File: src/rtl/addsub_seq.sv
// Multi-cycle add/subtract engine: processes CHUNK bits per clock, least
// significant digit first, with valid/ready handshakes on both sides.
module addsub_seq #(
  parameter int WIDTH = 32,
  parameter int CHUNK = 8
) (
  input  logic             clk,
  input  logic             reset_n,
  input  logic             in_valid,
  output logic             in_ready,
  input  logic             mode,
  input  logic [WIDTH-1:0] a,
  input  logic [WIDTH-1:0] b,
  input  logic             cbin,
  output logic             out_valid,
  input  logic             out_ready,
  output logic [WIDTH-1:0] d,
  output logic             cbout,
  output logic             ovf,
  output logic             zero
);

  localparam int NCHUNK = WIDTH / CHUNK;
  localparam int CW     = (NCHUNK > 1) ? $clog2(NCHUNK) : 1;
  localparam logic [CW-1:0] LAST_CHUNK = CW'(NCHUNK - 1);

  localparam logic [1:0] IDLE = 2'd0;
  localparam logic [1:0] RUN  = 2'd1;
  localparam logic [1:0] DONE = 2'd2;

  logic [1:0]       state;
  logic [CW-1:0]    cnt;
  logic             cb;        // running carry (add) or borrow (subtract)
  logic             mode_q;
  logic             a_sign;
  logic             b_sign;
  logic [WIDTH-1:0] a_sh;
  logic [WIDTH-1:0] b_sh;
  logic [WIDTH-1:0] d_q;
  logic             cbout_q;
  logic             ovf_q;
  logic             zero_q;

  logic [CHUNK-1:0]       a_ck;
  logic [CHUNK-1:0]       b_ck;
  logic [CHUNK:0]         ck_ext;
  logic                   cb_nxt;
  logic [WIDTH+CHUNK-1:0] d_shift;
  logic [WIDTH-1:0]       d_nxt;
  logic                   ovf_nxt;

  assign a_ck = a_sh[CHUNK-1:0];
  assign b_ck = b_sh[CHUNK-1:0];

  // NOTE: every always_comb output gets a default before any branch so that
  // no path leaves it unassigned and a latch is never inferred.
  always_comb begin
    ck_ext  = '0;
    cb_nxt  = 1'b0;
    ovf_nxt = 1'b0;
    if (mode_q) begin
      ck_ext = {1'b0, a_ck} + {1'b0, b_ck} + {{CHUNK{1'b0}}, cb};
    end else begin
      // A negative difference wraps, leaving the borrow in the top bit.
      ck_ext = {1'b0, a_ck} - {1'b0, b_ck} - {{CHUNK{1'b0}}, cb};
    end
    cb_nxt = ck_ext[CHUNK];

    // The new digit enters at the top; after NCHUNK steps it is aligned.
    d_shift = {ck_ext[CHUNK-1:0], d_q};
    d_nxt   = d_shift[WIDTH+CHUNK-1:CHUNK];

    if (mode_q) begin
      ovf_nxt = (a_sign == b_sign) && (d_nxt[WIDTH-1] != a_sign);
    end else begin
      ovf_nxt = (a_sign != b_sign) && (d_nxt[WIDTH-1] != a_sign);
    end
  end

  // NOTE: sequential state uses non-blocking assignments so every register
  // samples pre-edge values regardless of statement order.
  always_ff @(posedge clk or negedge reset_n) begin
    if (!reset_n) begin
      state   <= IDLE;
      cnt     <= '0;
      cb      <= 1'b0;
      mode_q  <= 1'b0;
      a_sign  <= 1'b0;
      b_sign  <= 1'b0;
      a_sh    <= '0;
      b_sh    <= '0;
      d_q     <= '0;
      cbout_q <= 1'b0;
      ovf_q   <= 1'b0;
      zero_q  <= 1'b0;
    end else begin
      case (state)
        IDLE: begin
          if (in_valid) begin
            a_sh   <= a;
            b_sh   <= b;
            a_sign <= a[WIDTH-1];
            b_sign <= b[WIDTH-1];
            mode_q <= mode;
            cb     <= cbin;
            cnt    <= '0;
            state  <= RUN;
          end
        end
        RUN: begin
          d_q  <= d_nxt;
          cb   <= cb_nxt;
          a_sh <= a_sh >> CHUNK;
          b_sh <= b_sh >> CHUNK;
          cnt  <= cnt + CW'(1);
          if (cnt == LAST_CHUNK) begin
            cbout_q <= cb_nxt;
            ovf_q   <= ovf_nxt;
            zero_q  <= (d_nxt == '0);
            state   <= DONE;
          end
        end
        DONE: begin
          // in_valid is deliberately ignored here; accept only from IDLE.
          if (out_ready) begin
            state <= IDLE;
          end
        end
        default: state <= IDLE;
      endcase
    end
  end

  assign in_ready  = (state == IDLE);
  assign out_valid = (state == DONE);
  assign d         = d_q;
  assign cbout     = cbout_q;
  assign ovf       = ovf_q;
  assign zero      = zero_q;

endmodule

File: config.mk
export PLATFORM = sky130hd
export DESIGN_NAME = addsub_seq
export DESIGN_NICKNAME = d
export VERILOG_FILES = /design/src/rtl/addsub_seq.sv
export SDC_FILE = /design/constraint.sdc
export NUM_CORES = 1
export LEC_CHECK = 0
export BUFFER_PORTS_ARGS = -buffer_cell sky130_fd_sc_hd__buf_4
export CORE_MARGIN = 8
export CORE_UTILIZATION = 40
export CTS_CLUSTER_DIAMETER = 40
export CTS_CLUSTER_SIZE = 14
export DETAILED_ROUTE_END_ITERATION = 8
export REMOVE_ABC_BUFFERS = 1
export SETUP_SLACK_MARGIN = 0.15
export SLEW_MARGIN = 20
export SYNTH_ARGS = -nofsm -noshare
export SYNTH_HDL_FRONTEND = slang
export SYNTH_SLANG_ARGS = --single-unit
export TNS_END_PERCENT = 30
File: constraint.sdc
create_clock -name clk -period 2.5 [get_ports clk]
set_input_delay 0.125 -clock clk [delete_from_list [all_inputs] [get_ports clk]]
set_output_delay 0.125 -clock clk [all_outputs]
set_load 0.05 [all_outputs]
==> impl_metrics.ini <==
[critical_path]
cp-start-kind = register
crit_type = reg -> reg
worstPathRequired_ns = 2.77
timing.critical_path.to_type = register
arrival_ns = 2.90
critPathMaxFanout = 3

[synth]
syn_area_mm2 = 0.00547
yosysWarnings = 0
async_flop_share_pct = 100
syn_area_per_cell_um2 = 8.44
netlist.area_leader.share_pct = 49.0
synth_top_family_by_area = simple AND/OR/NAND/NOR gates
ys.flop_type = dfrtp_1
synth.distinct_cells = 52
synth_fa_ha_area_share_pct = 6.50
synth-compound-area-share_pct = 13.1
synth_seq_cells = 107
synthMuxAreaShare_pct = 1.21
yosysSeqAreaShare_pct = 49.0
synth_xor_area_share_pct = 1.76
synth_cells = 648
synth_edf_count = 0
ys_top_cells_by_area = dfrtp_1 (49%), nand2_1 (16%), a31oi_1 (5.5%)
yosys.area.top_type = dfrtp_1
synth-simple-area-share_pct = 24.0

[sta]
setup_ws_ns = -0.129
finalClockSkew_ns = 0.00614
slew_viol_final = 0
fmax_ghz = 0.380
setup_viol = 3
hold_viol_final = 0
period_share_pct = 105
rsz0062_at_grt = true
setup_tns_ns = -0.256
worst_pin_slew_ns = 0.687
timing.slew.headroom_pct = 54.2
min_period_ns = 2.63

[drt]
drtPass1Iterations = 4
vias = 4812
drc = 0
avgViaCountPerCell = 4.97
wl_mm = 13.6
wl_per_cell_um = 14.0
dr.first_iter.drc_count = 273
drtAntennaViolNets = 0

[floorplan]
num_rows = 42
die_x_um = 133
initial_core_util_pct = 41.1
die_area_mm2 = 0.0177
die_height_um = 133
core_mm2 = 0.0133
ios = 107

[clocking]
clk_path_buf_depth = 2
htreeDepth = 3
path_clk_slew_ns = 0.07
numCtsBuffers = 9
tritoncts = done
worstSkewPairLatency_ns = 0.35
clock_sinks = 107
root_buffer = clkbuf_16

[final_layout]
antenna_cells = 0
final_util_pct = 55.4
nets = 885
syn_to_final_growth_pct = 34.8
mostFrequentLayoutCells = nand2_1 (226), buf_4 (144), dfrtp_1 (107), nor2_1 (59), a31oi_1 (48)
layout_commonest_cell = nand2_1
drive_gt1_share_pct = 25.6
final_area_mm2 = 0.00737

[global_routing]
grt_pass1_vias = 4982
grt_usage_pct = 15.9
grt_pass1_wl_mm = 23.4
grt_max_degree = 57
antenna_found_initial = 0
grt_overflow = 0

[placed_design]
placed_cell_area_mm2 = 0.00668
gp_congestion = 0.835
place.port_buffers = 106
place.detailed.hpwl_mm = 9.68

[run_status]
violations = setup timing
status = finished, violations left

[hold_path]
hold_class = in -> reg

[job]
maxCapViolations = 0
state kept, by name, indices dropped and copies added (netlist names):
signal and flops:
a_sh 32, a_sign 1, b_sh 32, b_sign 1
cb 1, cbout 1, cnt 2, d 32
mode_q 1, ovf 1, state 2, zero 1
stage by stage:
stage	instances	hold WS, ns	worst slack [ns]
2_1_floorplan	610	-0.171	-1.09
3_3_place_gp	931	0.211	-0.225
3_5_place_dp	931	0.214	-0.316
4_1_cts	966	0.0201	-0.183
5_1_grt	969	0.0277	-0.241
6_report	969	0.0344	-0.129
area by class of cell:
cell class	count	area, µm²
inverters	25	93.8
clock buffers	13	270
multi-input cells	478	2740
flip-flops and latches	107	2680
clock inverters	2	10.0
well taps	176	220
repair buffers	168	1350
fillers	1237	5930
synthesized netlist by cell type, drive strengths merged (2+ instances only):
library cell / n
a21oi: 9
a22o: 2
a311oi: 2
a31oi: 48
buf: 10
clkbuf: 28
dfrtp: 107
fa: 4
ha: 22
inv: 25
mux2: 2
mux2i: 4
nand2: 227
nand2b: 6
nand3: 3
nand4: 3
nor2: 60
nor2b: 6
nor4: 8
o211ai: 3
o21ai: 33
o21bai: 2
o31ai: 2
or4: 2
xnor2: 6
xor2: 5
critical path, cell delays in order (launching register included):
cell and delay, ns:
dfrtp_1 0.37, inv_2 0.05, fa_2 0.60, inv_2 0.05, ha_4 0.16, o21ai_4 0.16, a21boi_2 0.07, o21ai_2 0.13
mux2_4 0.32, or4_4 0.52, a41oi_2 0.13
per-layer routing:
layer	wire, µm	GRT usage (%)
met1	6170	19.5
met2	6240	25.7
met3	820	4.43
met4	354	7.13
met5	0	0
kinds of logic (layout without fill, tap and decap cells):
family,Yosys count,after routing
buffers and inverters,63,208
AOI/OAI and AO/OA,113,113
adders and majority gates,26,26
DFF,107,107
muxes,6,6
xor gates and xnor gates,11,11
and+or+nand+nor,322,322
timing repair:
item,4_1_cts,5_1_grt
pin swaps,19,12
resized for setup,22,15
setup endpoints to repair,7,8
gates cloned,0,0
hold buffers,19,0
endpoints found under the hold margin,70,0
buffers inserted,1,3
path summary, 6_finish.rpt:
| kind | from | end | slack [ns] | cells past startpoint |
|---|---|---|---|---|
| worst max-delay path | a_sh[0]$_DFFE_PN0P_ | ovf$_DFFE_PN0P_ | -0.13 | 10 |
| worst min-delay path | a[18] | a_sh[18]$_DFFE_PN0P_ | 0.03 | 3 |
| worst max register to register | a_sh[0]$_DFFE_PN0P_ | ovf$_DFFE_PN0P_ | -0.13 | 10 |
| worst min register to register | d[4]$_DFFE_PN0P_ | d[4]$_DFFE_PN0P_ | 0.48 | 2 |
| max in group asynchronous | reset_n | a_sh[30]$_DFFE_PN0P_ | 1.41 | 3 |
| min in group asynchronous | reset_n | d[3]$_DFFE_PN0P_ | 0.35 | 2 |
Power is not shown: default switching activity piles up to over one toggle a cycle in this logic, so the estimate is an artifact.
